===== config.mk =====
export PLATFORM = sky130hd
export DESIGN_NAME = lbus_master
export DESIGN_NICKNAME = d
export VERILOG_FILES = /design/src/rtl/lbus_pkg.sv /design/src/rtl/lbus_master.sv
export SDC_FILE = /design/constraint.sdc
export NUM_CORES = 1
export LEC_CHECK = 0
export CAP_MARGIN = 20
export CORE_MARGIN = 2
export CORE_UTILIZATION = 41
export DETAILED_ROUTE_END_ITERATION = 10
export PLACE_DENSITY = 0.86
export SLEW_MARGIN = 20
export SYNTH_ARGS = -nofsm -noshare
export SYNTH_HDL_FRONTEND = slang
export SYNTH_SLANG_ARGS = --single-unit
export TNS_END_PERCENT = 5

===== constraint.sdc =====
create_clock -name clk -period 2.8 [get_ports clk]
set_input_delay 0.7 -clock clk [delete_from_list [all_inputs] [get_ports clk]]
set_output_delay 0.7 -clock clk [all_outputs]
set_load 0.05 [all_outputs]

===== src/rtl/lbus_pkg.sv =====
// Shared definitions for the local-bus initiator: FSM states, default phase
// timing and the responder's register map.
package lbus_pkg;

  typedef enum logic [2:0] {
    IDLE   = 3'd0,
    SETUP  = 3'd1,
    STROBE = 3'd2,
    GAP    = 3'd3,
    RESP   = 3'd4
  } lbus_state_e;

  localparam int DEF_SETUP_CYC  = 2;
  localparam int DEF_STROBE_CYC = 3;
  localparam int DEF_GAP_CYC    = 3;
  localparam int DEF_CNT_W      = 4;

  localparam logic [15:0] ADDR_CTRL = 16'h0002;
  localparam logic [15:0] ADDR_ID   = 16'hFFFC;
  localparam logic [15:0] ADDR_DIN  = 16'h0100;
  localparam logic [15:0] ADDR_DOUT = 16'h0180;

  // A polled read keeps going while any masked bit of the captured word is set.
  function automatic logic poll_pending(input logic [15:0] data, input logic [15:0] mask);
    return (data & mask) != 16'h0000;
  endfunction

endpackage


===== src/rtl/lbus_master.sv =====
// Local-bus initiator: one valid/ready command becomes one timed write or read
// cycle on lbus_*, answered by one response. Optional polled reads: LBUS_POLL_EN.
module lbus_master
  import lbus_pkg::*;
#(
  parameter int SETUP_CYC  = DEF_SETUP_CYC,
  parameter int STROBE_CYC = DEF_STROBE_CYC,
  parameter int GAP_CYC    = DEF_GAP_CYC,
  parameter int CNT_W      = DEF_CNT_W
) (
  input  logic        clk,
  input  logic        rst,
  input  logic        cmd_valid,
  output logic        cmd_ready,
  input  logic        cmd_we,
  input  logic [15:0] cmd_addr,
  input  logic [15:0] cmd_wdata,
  output logic        rsp_valid,
  input  logic        rsp_ready,
  output logic [15:0] rsp_rdata,
  output logic        busy,
  output logic [15:0] lbus_a,
  output logic [15:0] lbus_di,
  output logic        lbus_wr,
  output logic        lbus_rd,
  input  logic [15:0] lbus_do
`ifdef LBUS_POLL_EN
  ,
  input  logic        cmd_poll,
  input  logic [15:0] cmd_mask
`endif
);

  localparam logic [CNT_W-1:0] SETUP_LD  = CNT_W'(SETUP_CYC - 1);
  localparam logic [CNT_W-1:0] STROBE_LD = CNT_W'(STROBE_CYC - 1);
  localparam logic [CNT_W-1:0] GAP_LD    = CNT_W'(GAP_CYC - 1);
  localparam logic [CNT_W-1:0] CNT_ZERO  = CNT_W'(0);
  localparam logic [CNT_W-1:0] CNT_ONE   = CNT_W'(1);

  lbus_state_e      state_r;
  logic [CNT_W-1:0] cnt_r;
  logic             we_r;
  logic             repoll_s;

`ifdef LBUS_POLL_EN
  logic             poll_r;
  logic [15:0]      mask_r;
`endif

  // Decide at the end of GAP whether a polled read must run another bus cycle.
  always_comb begin
    repoll_s = 1'b0;
`ifdef LBUS_POLL_EN
    if (poll_r) begin
      repoll_s = poll_pending(rsp_rdata, mask_r);
    end else begin
      repoll_s = 1'b0;
    end
`endif
  end

  // Command FSM with inline phase counter; every output is a register.
  always_ff @(posedge clk or posedge rst) begin
    if (rst) begin
      state_r   <= IDLE;
      cnt_r     <= CNT_ZERO;
      we_r      <= 1'b0;
      cmd_ready <= 1'b1;
      busy      <= 1'b0;
      rsp_valid <= 1'b0;
      rsp_rdata <= 16'h0000;
      lbus_a    <= 16'h0000;
      lbus_di   <= 16'h0000;
      lbus_wr   <= 1'b0;
      lbus_rd   <= 1'b0;
`ifdef LBUS_POLL_EN
      poll_r    <= 1'b0;
      mask_r    <= 16'h0000;
`endif
    end else begin
      case (state_r)
        IDLE: begin
          if (cmd_valid && cmd_ready) begin
            we_r      <= cmd_we;
            lbus_a    <= cmd_addr;
            lbus_di   <= cmd_we ? cmd_wdata : 16'h0000;
            rsp_rdata <= 16'h0000;
            cmd_ready <= 1'b0;
            busy      <= 1'b1;
            cnt_r     <= SETUP_LD;
            state_r   <= SETUP;
`ifdef LBUS_POLL_EN
            poll_r    <= cmd_poll && !cmd_we;
            mask_r    <= cmd_mask;
`endif
          end else begin
            cmd_ready <= 1'b1;
            busy      <= 1'b0;
          end
        end

        SETUP: begin
          if (cnt_r == CNT_ZERO) begin
            lbus_wr <= we_r;
            lbus_rd <= !we_r;
            cnt_r   <= STROBE_LD;
            state_r <= STROBE;
          end else begin
            cnt_r <= cnt_r - CNT_ONE;
          end
        end

        STROBE: begin
          if (cnt_r == CNT_ZERO) begin
            // The responder's registered data is valid by the last strobe cycle.
            if (!we_r) begin
              rsp_rdata <= lbus_do;
            end else begin
              rsp_rdata <= 16'h0000;
            end
            lbus_wr <= 1'b0;
            lbus_rd <= 1'b0;
            cnt_r   <= GAP_LD;
            state_r <= GAP;
          end else begin
            cnt_r <= cnt_r - CNT_ONE;
          end
        end

        GAP: begin
          if (cnt_r == CNT_ZERO) begin
            if (repoll_s) begin
              cnt_r   <= SETUP_LD;
              state_r <= SETUP;
            end else begin
              rsp_valid <= 1'b1;
              cnt_r     <= CNT_ZERO;
              state_r   <= RESP;
            end
          end else begin
            cnt_r <= cnt_r - CNT_ONE;
          end
        end

        RESP: begin
          if (rsp_ready) begin
            rsp_valid <= 1'b0;
            lbus_a    <= 16'h0000;
            lbus_di   <= 16'h0000;
            cmd_ready <= 1'b1;
            busy      <= 1'b0;
            cnt_r     <= CNT_ZERO;
            state_r   <= IDLE;
          end else begin
            rsp_valid <= 1'b1;
          end
        end

        default: begin
          state_r   <= IDLE;
          cnt_r     <= CNT_ZERO;
          cmd_ready <= 1'b1;
          busy      <= 1'b0;
          rsp_valid <= 1'b0;
          lbus_wr   <= 1'b0;
          lbus_rd   <= 1'b0;
          lbus_a    <= 16'h0000;
          lbus_di   <= 16'h0000;
        end
      endcase
    end
  end

endmodule


==> results.yml, run 1 <==
synth:
  synthMuxAreaShare: 0.06142
  synth_area_leader_cell: "dfrtp_1"
  yosys.area_share.simple: 0.09165
  yosys.area_share.adder: 0
  syn_area_per_cell_um2: 12.54
  synth_top_area_share: 0.5758
  synthesis.nets: 261
  yosys_warnings: 0
  synth_cell_type_count: 43
  synth_area_um2: 2608
  yosys_register_bits: 61
  synth_xor_area_frac: 0
  yosysSeqAreaShare: 0.5859
  synth_top_family_by_area: "compound AO/OA/AOI/OAI gates"
  synth_compound_area_frac: 0.1915
  ys_top_cells_by_area: "dfrtp_1, a32o_1, mux2i_1"
  postSynthCellCount: 208
status:
  status: "finished, final reports clean"
sta:
  hold_viol_final: 0
  hold_ws_ps: 496.5
  fmax_mhz: 419.3
  min_period_over_period: 0.8518
  finClkSkew_ps: 12.03
  final-setup-viol-count: 0
  rsz0062_at_grt: "false"
  relSlewSlack: 0.4261
  min_period_ps: 2385
  maxSlewViolCount: 0
  tns_ps: 0
  tightest_slew_ps: 860.3
floorplanning:
  core.rowCount: 29
  die_w_um: 83.75
  ios: 106
  die_h_um: 83.75
  initial_core_util: 0.4178
  dieArea_um2: 7014
  coreArea_um2: 6241
worst_setup_path:
  crit_buf_inv: 1
  reg2reg_slack_ps: 690
  cp-end-kind: "primary output"
  cp.depth: 1
  critPathMaxStageDelay_ps: 800
  critPathSlowestCell: "clkdlybuf4s50_1"
  cp.required_ps: 2100
  startpoint: "cmd_ready"
  crit_family: "buffers and inverters"
  worstSetupEndpoint: "cmd_ready"
  rr_endpoint: "rsp_rdata[15]"
  worstPathMaxFanout: 4
  crit_type: "register to primary output"
  worstRegToRegCells: 3
  r2r-start: "state_r[1]"
  arrival_ps: 1690
  crit_chain: "clkdlybuf4s50_1"
  cp-start-kind: "register"
layout:
  nFillCells: 512
  layout.cells.non_filler: 400
  mostFrequentLayoutCells: "clkdlybuf4s50_1, dfrtp_1, a32o_1"
  layout-drive-gt1-share: 0.1115
  syn2layout_area_growth_pct: 51.73
  final_common_cell: "clkdlybuf4s50_1"
  antenna_cells: 0
  final_nets: 371
global_route:
  grt_pass1_vias: 2154
  grt_max_degree: 34
  grt_pass1_wl_um: 10810
  grt.total_usage: 0.1907
  grt_overflow_total: 0
  antenna_found_initial: 0
clock_network:
  clkTransAtPathRegs_ps: 80
  cts-root-buf: "clkbuf_8"
  clock_latency_ps: 330
  cts_tree: "built"
  hold_buffers: 0
  cts.repair.resized: 0
  cts_buffer_depth: 2
  htree_levels: 3
  cts_inserted_buffers: 9
  clock-sinks: 61
  postCtsSetupBuffers: 0
route:
  routed_wl_um: 6443
  firstDrtPassIters: 4
  route.detailed.wl_per_inst_um: 16.11
  via_per_inst: 5.240
  ant_nets: 0
  drt-initial-drc-count: 149
  drc: 0
  vias: 2096
power_and_ir_drop:
  ir_drop_mv: 0.6720
  powerDensity_nw_per_um2: 1353
  power_frac_seq: 0.287
  clkPwrFrac: 0.169
  p_comb_frac: 0.544
  swShare: 0.4606
  p_leak_nw: 1.765
  p_sw_w: 0.002466
  p_int_w: 0.002887
placement:
  gp_congestion: 0.8179
  dp.cells: 384
  hpwlAfterDp_um: 4461
  io_buffers: 105
run:
  drv_cap: 0
worst_hold_path:
  hold_class: "register to register"
-- power by group through the flow --
stage / registers (W) / logic (W) / clock network [W]
2_1_floorplan: 0.00255 / 0.000990 / 0
3_3_place_gp: 0.00154 / 0.00287 / 0
3_5_place_dp: 0.00155 / 0.00293 / 0
4_1_cts: 0.00154 / 0.00293 / 0.000921
5_1_grt: 0.00159 / 0.00307 / 0.000968
6_report: 0.00154 / 0.00291 / 0.000905
-- routing by layer --
metal,GRT usage,share of wire,up-vias
met5,0,0,-
met4,0.07331,0.018,0
met3,0.04352,0.053,11
met2,0.3047,0.50,74
met1,0.2541,0.43,1030
li1,-,-,981
-- kinds of logic after synthesis --
logic type / Yosys count
compound gates: 57
flops: 61
simple gates: 40
mux: 16
buf+inv: 34
-- synth_stat cells --
cell,instances
nor4_4,1
nand2_1,19
clkinv_1,1
a21oi_2,1
or3_1,1
buf_2,5
dfrtp_1,60
o32a_1,2
o21bai_1,1
dfstp_2,1
or2_2,1
o2bb2ai_1,2
o311a_2,1
a211o_1,1
nor3b_1,1
a32o_1,20
a22o_1,16
buf_6,2
buf_4,3
or4_4,1
nor3_2,1
and2_1,1
nor2_1,4
a21oi_1,3
a21o_1,1
or4b_2,1
a22oi_2,1
o21ba_2,1
nand3b_1,1
and3_1,1
clkbuf_8,1
and2_0,2
nor3_1,1
clkbuf_1,1
inv_1,20
nand3_1,2
nor4b_4,1
mux2i_1,16
a31oi_1,1
buf_8,1
o31a_1,1
or2b_2,1
o21ai_0,5
-- stage by stage --
| stage | power [W] | setup WS (ps) | instance area [µm²] | utilization |
|---|---|---|---|---|
| floorplan | 0.003544 | 588.6 | 2608 | - |
| global placement | 0.004404 | 671.3 | 3725 | 0.5968 |
| detailed placement | 0.004477 | 624.0 | 3725 | 0.5968 |
| CTS | 0.005394 | 393.1 | 3956 | 0.6339 |
| global route | 0.005632 | 363.7 | 3956 | 0.6339 |
| finish | 0.005353 | 414.8 | 3956 | 0.6339 |
-- state kept, by name, summed over array words and instances, names as in the netlist, 3 cells and up --
register	flops
state_r	3
cnt_r	4
lbus_di	16
lbus_a	16
rsp_rdata	16
-- worst min path at each step --
stage	startpoint	end	slack, ps	cells after the start
2_1_floorplan	cnt_r[3]	cnt_r[3]	560	1
3_3_place_gp	busy	busy	470	1
3_5_place_dp	rsp_rdata[13]	rsp_rdata[13]	480	1
4_1_cts	rsp_rdata[12]	rsp_rdata[12]	500	1
5_1_grt	lbus_a[2]	lbus_a[2]	520	1
6_report	rsp_rdata[8]	rsp_rdata[8]	500	1
-- final cells by class --
cell class	instances	area, µm²	area share
Clock buffer	10	137.6	0.03479
Clock inverter	6	93.84	0.02372
Inverter	21	78.83	0.01992
Multi-Input combinational cell	113	905.9	0.2290
Sequential cell	61	1528	0.3861
Tap cell	77	96.34	0.02435
Timing Repair Buffer	112	1116	0.2821
Note: power is estimated with default switching activity, not from simulation.
==> run 2, diff against run 1 <==
Settings changed: ABC_CLOCK_PERIOD_IN_PS from default to 2800, CAP_MARGIN 20 to default.
==> results of run 2 <==
Same layout as run 1: the final DEF is identical, and so are final timing and power.
==> run 3, diff against run 2 <==
Settings changed: ABC_CLOCK_PERIOD_IN_PS 2800 to 1900, CORE_UTILIZATION 41 to 39, GPL_TIMING_DRIVEN from default to 0, PLACE_DENSITY 0.86 to 0.85.
Clock period 2.8 ns to 1.9 ns, I/O delays scaled along.
==> run 3 against run 2 <==
The flow now finishes with violations (DRC). First-iteration DRC count down 30%. Worst hold slack got worse by 12 ps. Clock power increased by 67%. Wire length up 1.2%. Global-route usage decreased by 0.25 points. Final area grew 1.4%. Cell count increased by 2.3%. Non-clock buffer count is 9 higher. Sequential share of layout area shrank 0.54 points. Largest power group unchanged. Setup slack lost 270 ps.
==> results.yml, run 3 (synthesis gave the netlist of run 1 again) <==
worst_setup_path:
  crit_buf_inv: 2
  crit_chain: "clkdlybuf4s50_1, and2_0, a22oi_2, buf_2, o21ai_0"
  critPathMaxStageDelay_ps: 420
  crit_type: "input port to register"
  crit_family: "buffers and inverters"
  arrival_ps: 1960
  cp.required_ps: 2110
  cp-end-kind: "register"
  critPathSlowestCell: "clkdlybuf4s50_1"
  worstPathMaxFanout: 10
  cp-start-kind: "input port"
route:
  firstDrtPassIters: 7
  ant_nets: 0
  routed_wl_um: 6522
  drt-initial-drc-count: 104
  route.detailed.wl_per_inst_um: 15.95
  via_per_inst: 5.227
  vias: 2138
  drc: 10
floorplanning:
  die_h_um: 85.77
  dieArea_um2: 7356
  initial_core_util: 0.4060
  ios: 106
  core.rowCount: 29
  coreArea_um2: 6422
  die_w_um: 85.77
sta:
  rsz0062_at_grt: "false"
  worst_slack_ps: 146.2
  min_period_ps: 1754
  final-setup-viol-count: 0
  maxSlewViolCount: 0
  fmax_mhz: 570.2
  hold_ws_ps: 484.5
  hold_viol_final: 0
  min_period_over_period: 0.9231
  tightest_slew_ps: 515.8
  finClkSkew_ps: 7.786
  relSlewSlack: 0.6575
  tns_ps: 0
power_and_ir_drop:
  powerDensity_nw_per_um2: 1946
  p_total_w: 0.007808
  p_leak_nw: 2.016
  ir_drop_mv: 0.9194
clock_network:
  clkTransAtPathRegs_ps: 70
  cts-root-buf: "clkbuf_8"
  cts_inserted_buffers: 9
  cts_buffer_depth: 2
  htree_levels: 3
  clock_latency_ps: 330
  cts_tree: "built"
  clock-sinks: 61
worst_hold_path:
  hold_class: "register to register"
placement:
  hpwlAfterDp_um: 4836
  gp_congestion: 0.7822
  io_buffers: 105
  pre_cts_ws_ps: -222.7
layout:
  final_common_cell: "dfrtp_1"
  multi_input_area_um2: 898.4
  utilization: 0.6248
  reg.largest.list: "lbus_a x16, lbus_di x16, rsp_rdata x16"
  antenna_cells: 0
  nFillCells: 540
  syn2layout_area_growth_pct: 53.89
  mostFrequentLayoutCells: "dfrtp_1, clkdlybuf4s50_1, dlygate4sd2_1"
  seq_area_um2: 1528
  final_nets: 380
  layout-drive-gt1-share: 0.1355
global_route:
  grt_max_degree: 24
  grt_pass1_wl_um: 10810
  grt_pass1_vias: 2201
  grt.total_usage: 0.1882
  grt_overflow_total: 0
  antenna_found_initial: 0
run:
  drv_cap: 0
status:
  status: "complete, but fails checks"
  violations: "DRC"
## run 3: changes by cell type in the layout (fill, tap and decap cells not counted), sizes merged
cell / change
clkdlybuf4s50: -53
clkbuf: +2
bufinv: +2
clkinvlp: +1
dlygate4sd2: +52
inv: -2
buf: +7
## run 3: timing repair
action / in CTS / in global routing
setup buffers: 0 / 1
setup endpoints to repair: 53 / 10
pin swaps: 0 / 1
gates resized for setup: 53 / 2
hold buffers: 0 / 0
## run 3: per-layer routing
layer / vias to the layer above / part of all wire / wire [µm] / global-route usage
met5: - / 0 / 0 / 0
met4: 0 / 0.0069 / 45 / 0.04906
met3: 6 / 0.089 / 578 / 0.07026
met2: 100 / 0.48 / 3140 / 0.3132
li1: 1002 / - / - / -
met1: 1030 / 0.42 / 2758 / 0.2318
## run 3: worst paths after layout
path	from	to	slack, ps	cells past startpoint
hold reg to reg	rsp_rdata[15]	rsp_rdata[15]	480	1
max in group asynchronous	rst	cmd_ready	820	3
setup reg to reg	state_r[0]	lbus_di[15]	230	4
min in group asynchronous	rst	rsp_rdata[13]	550	2
setup / recovery	cmd_valid	state_r[0]	150	5
hold / removal	rsp_rdata[15]	rsp_rdata[15]	480	1
## run 3: cell type report
type                    count  share of cell area
multi-input cells         113              0.2239
flip-flops and latches     61              0.3807
clock buffers               9             0.03087
plain buffers              13             0.02557
repair buffers            108              0.2601
well taps                  77             0.02401
clock inverters             7             0.03430
inverters                  21             0.02058
## run 3: report_power, final
part	internal, W	switching (W)
clock network	0.000999	0.000510
logic	0.00139	0.00271
registers	0.00183	0.000370
total	0.00422	0.00359
## run 3: worst register-to-register path: stages (launching register included)
cell and delay, ps:
dfrtp_1 480, o31a_1 340, a21oi_2 280, buf_4 270
mux2i_1 220
## run 3: metrics by stage
step	area, µm²	std cells
2_1_floorplan	2611	208
3_3_place_gp	3759	390
3_5_place_dp	3814	392
4_1_cts	4009	408
5_1_grt	4013	409
6_report	4013	409
==> RTL change 1, RTL diff (flow settings as in run 3) <==
Re-encode `lbus_state_e` (5 states) as one-hot, 5 bits wide.
--- a/src/rtl/lbus_pkg.sv
+++ b/src/rtl/lbus_pkg.sv
@@ -2,12 +2,12 @@
 // timing and the responder's register map.
 package lbus_pkg;
 
-  typedef enum logic [2:0] {
-    IDLE   = 3'd0,
-    SETUP  = 3'd1,
-    STROBE = 3'd2,
-    GAP    = 3'd3,
-    RESP   = 3'd4
+  typedef enum logic [4:0] {
+    IDLE   = 5'b00001,
+    SETUP  = 5'b00010,
+    STROBE = 5'b00100,
+    GAP    = 5'b01000,
+    RESP   = 5'b10000
   } lbus_state_e;
 
   localparam int DEF_SETUP_CYC  = 2;
Check against the original RTL: same outputs for any inputs over 10 cycles, from zero or initial values and one cycle with rst high; not proved beyond that.
==> RTL change 1 against run 3 <==
Die area up 9.5%; global-route usage down 0.77 points; sequential cell count up 2; critical endpoint is now we_r; maximum frequency down 6.4%; total power down 4.7%; cell area up 8.3%; sequential power down 7%; setup slack worse by 0.12 ns; largest power group unchanged; highest routed layer unchanged; non-clock buffer count up 5; area after synthesis up 9.9%; routed wire length up 6.1%; via count up 9.2%.
==> RTL change 1: results (changes against run 3) <==
Finish
  • Clock network area share: 5.87% (was 6.52%)
  • Number of nets in the final layout: 437 (was 380)
  • Clock buffer count: 11 (was 9)
  • Proportion of cell area occupied by multi-input gates: 24.9% (was 22.4%)
  • Count of non-CTS buffers in the layout: 126 (was 121)
  • Share of final-layout standard cells stronger than drive strength 1: 13.4% (was 13.6%)
  • Number of multi-input combinational cells in the layout: 146 (was 113)
  • Multi-input gate area in the final layout: 1080 um2 (was 898 um2)
  • Number of fillers in the final layout: 616 (was 540)

Worst setup path
  • Delay of the slowest critical-path stage: 0.59 ns (was 0.42 ns)
  • Slack of the worst reg-to-reg path: 0.03 ns (was 0.23 ns)

Global routing
  • Global-route wire length before repair: 11700 um (was 10800 um)
  • Via count of the first global-routing pass: 2470 (was 2201)
  • Routing usage on met3: 4.11% (was 7.03%)
  • Met1 routing resource usage after global routing: 22.1% (was 23.2%)
  • Global Route Usage Sum: 18.0% (was 18.8%)

Logic synthesis
  • Number of distinct library cells after synthesis: 42 (was 43)
  • Net count after synthesis: 315 (was 261)
  • Seq/Total Area, Yosys: 55.1% (was 58.6%)
  • Share of the synthesized area in compound gates (AO/OA/AOI/OAI): 11.2% (was 19.1%)
  • Adder-cell share of the synthesized area: 0.873% (was 0%)
  • Largest cells by area after synthesis: dfrtp_1, mux2i_1, a22o_1 (was dfrtp_1, a32o_1, mux2i_1)

Placement
  • Placer's final routability congestion estimate: 0.869 (was 0.782)
  • Post-placement cell area: 4090 um2 (was 3810 um2)
  • Post-DP HPWL: 5030 um (was 4840 um)
  • Setup slack at placement: -0.253 ns (was -0.223 ns)

Pwr
  • Worst vdd rail ir drop: 1160 uV (was 919 uV)
  • Net switching power figure: 0.00333 W (was 0.00359 W)

STA
  • Worst Skew: 0.0130 ns (was 0.00779 ns)
  • Worst hold slack: 0.431 ns (was 0.485 ns)
  • Transition time of the tightest slew-check pin: 0.541 ns (was 0.516 ns)

Routing
  • Met3 Routed Length: 303 um (was 578 um)
  • Number of vias after detailed routing: 2334 (was 2138)
  • Total wirelength of the detailed-routed design: 6920 um (was 6520 um)
  • Number of DRC markers in iteration 0: 73 (was 104)
  • Met1 Wirelength: 3010 um (was 2760 um)

Min path
  • Type of the tightest min-delay check: input port to asynchronous set/reset pin (was flip-flop to flip-flop)

Floorplanning
  • Core box area: 7180 um2 (was 6420 um2)

Status
  • Result of the run: completed (was complete, but fails checks)
[RTL change 1: cell types whose count changed after synthesis, moves of 7 or more]
| cell | delta |
|---|---|
| nand2_1 | +17 |
| inv_1 | +16 |
| nor2_1 | +7 |
| a32o_1 | -20 |
| mux2i_1 | +17 |
[RTL change 1: what timing repair did]
action | 4_1_cts | 5_1_grt
gates resized for setup | 58 | 12
pin swaps | 2 | 4
endpoints found under the setup margin | 102 | 56
buffers inserted | 1 | 4
[RTL change 1: power by group through the flow]
stage               Sequential, W  Combinational [W]  Clock (W)
floorplan                 0.00337            0.00152          0
global placement          0.00207            0.00400          0
detailed placement        0.00207            0.00407          0
CTS                       0.00205            0.00388    0.00150
global route              0.00211            0.00418    0.00157
finish                    0.00205            0.00393    0.00146
[RTL change 1: final timing paths]
check | from | to | cells after the start
min in group clk | busy | busy | 1
max | state_r[0] | we_r | 6
min reg2reg | busy | busy | 1
min | rst | lbus_a[7] | 2
max reg2reg | state_r[0] | we_r | 6
max in group asynchronous | rst | cmd_ready | 3
==> RTL change 2, RTL diff (flow settings as in run 3) <==
Without the edit above. Build with the macro `LBUS_POLL_EN` defined.
--- a/src/rtl/lbus_master.sv
+++ b/src/rtl/lbus_master.sv
@@ -1,5 +1,7 @@
 // Local-bus initiator: one valid/ready command becomes one timed write or read
 // cycle on lbus_*, answered by one response. Optional polled reads: LBUS_POLL_EN.
+`define LBUS_POLL_EN
+
 module lbus_master
   import lbus_pkg::*;
 #(
Ports: changed (added cmd_mask and cmd_poll); port bits go from 106 to 123. No check against the original RTL was run, so the function may have changed too.
==> RTL change 2 against run 3 <==
Cell area grew 23%; setup slack worse by 0.11 ns; hold slack got worse by 0.0010 ns; die area is 26% higher; via count is 30% higher; total power increased by 15%; routed wire length is 35% higher; sequential cell count grew 17; first-iteration DRC count shrank 5.8%; area after synthesis grew 27%.
==> RTL change 2: results (changes against run 3) <==
Logic synthesis
  • Largest cells by area after synthesis: dfrtp_1, nand2_1, mux2_2 (was dfrtp_1, a32o_1, mux2i_1)
  • Number of instances in the synthesized netlist: 302 (was 208)
  • Leading cell types by count after synthesis: nand2_1, dfrtp_1, o21ai_0, a22o_1, mux2_2 (was dfrtp_1, a32o_1, inv_1, nand2_1)
  • Net count after synthesis: 373 (was 261)
  • Yosys warns: 0 (unchanged)

Worst setup path
  • Critical-path top delay cell: dfstp_2 (was clkdlybuf4s50_1)
  • Critical path data arrival time: 1.39 ns (was 1.96 ns)
  • Worst setup path start: cmd_ready (was cmd_valid)
  • Origin of the critical flop-to-flop path: state_r[1] (was state_r[0])
  • CP endpoint: cmd_ready (was state_r[0])
  • Slack of the worst reg-to-reg path: 0.08 ns (was 0.23 ns)
  • Delay of the slowest critical-path stage: 0.55 ns (was 0.42 ns)
  • Cell family with most CP delay: flip-flops (was buffers and inverters)
  • Endpoint of the most critical register-to-register path: rsp_rdata[3] (was lbus_di[15])
  • Worst-case reg-to-reg path depth: 6 (was 4)
  • Crit Path Max Fanout: 3 (was 10)

STA
  • Worst Skew: 0.0106 ns (was 0.00779 ns)
  • Highest attainable clock frequency: 0.537 GHz (was 0.570 GHz)

Placement
  • Setup slack at placement: -0.426 ns (was -0.223 ns)
  • Post-placement cell area: 4700 um2 (was 3810 um2)
  • Number of input and output port buffers inserted: 122 (was 105)
  • Post-DP HPWL: 6600 um (was 4840 um)
  • Placer's final routability congestion estimate: 0.848 (was 0.782)

Finish
  • Share of final-layout standard cells stronger than drive strength 1: 14.1% (was 13.6%)
  • Number of nets in the final layout: 512 (was 380)

Routing
  • Number of search-and-repair iterations in the first detailed-routing pass: 4 (was 7)
  • Total wirelength of the detailed-routed design: 8830 um (was 6520 um)
  • Per-cell via count in the routed design: 5.05 (was 5.23)
  • Number of DRC markers in iteration 0: 98 (was 104)

Global routing
  • Global-route wire length before repair: 13500 um (was 10800 um)
  • Global Route Usage Sum: 19.4% (was 18.8%)
  • Largest net degree at the start of global routing: 34 (was 24)
  • Via count of the first global-routing pass: 2885 (was 2201)

Pwr
  • Worst vdd rail ir drop: 707 uV (was 919 uV)
  • Leak pwr: 2.31 nW (was 2.02 nW)

Status
  • Result of the run: completed (was complete, but fails checks)
==> RTL change 2: per-layer routing <==
metal	part of all wire (%)	track usage (%)	up-vias
li1	-	-	1325
met1	39	23.5	1351
met3	5.6	3.60	20
met2	52	33.3	88
met5	0	0	-
met4	2.9	8.81	0
==> RTL change 2: repair_timing <==
item	CTS	global route
endpoints found under the setup margin	88	37
pin swaps	1	1
resized for setup	55	13
buffers inserted	3	1
==> RTL change 2: stage by stage <==
stage / std cells / util (%)
after floorplan: 302 / -
after global placement: 529 / 56.8
after detailed placement: 531 / 57.2
after CTS: 550 / 59.5
after global routing: 551 / 60.1
final: 551 / 60.1
==> RTL change 2: layout make-up <==
cell class / instances / area (um2)
tap: 105 / 131
buffer: 18 / 149
inverter: 6 / 26.3
clock inverter: 3 / 67.6
timing repair buffer: 128 / 1230
fill: 692 / 3280
sequential: 78 / 1950
multi-input combinational: 200 / 1220
clock buffer: 13 / 159
==> RTL change 2: how the worst min path moves through the flow <==
stage,from,endpoint,slack [ns],cells after the start
after CTS,lbus_di[14],lbus_di[14],0.49,2
final,lbus_di[8],lbus_di[8],0.48,2
after detailed placement,lbus_di[14],lbus_di[14],0.47,2
after global placement,lbus_di[10],lbus_di[10],0.46,2
after floorplan,mask_r[1],mask_r[1],0.48,1
after global routing,lbus_a[9],lbus_a[9],0.51,1
==> RTL change 2: logic make-up after synthesis <==
family,synth area share [%]
xor gates and xnor gates,0.530
AOI/OAI and AO/OA,16.1
buffers and inverters,4.84
adders and majority gates,0.378
DFF,59.1
and+or+nand+nor,13.0
muxes,6.09
==> RTL change 2: power breakdown <==
part           internal (W)  leakage, nW  total, W  switching [W]
Sequential          0.00241         1.01   0.00287       0.000463
Combinational       0.00160         1.19   0.00471        0.00311
Clock              0.000814        0.110   0.00139       0.000577
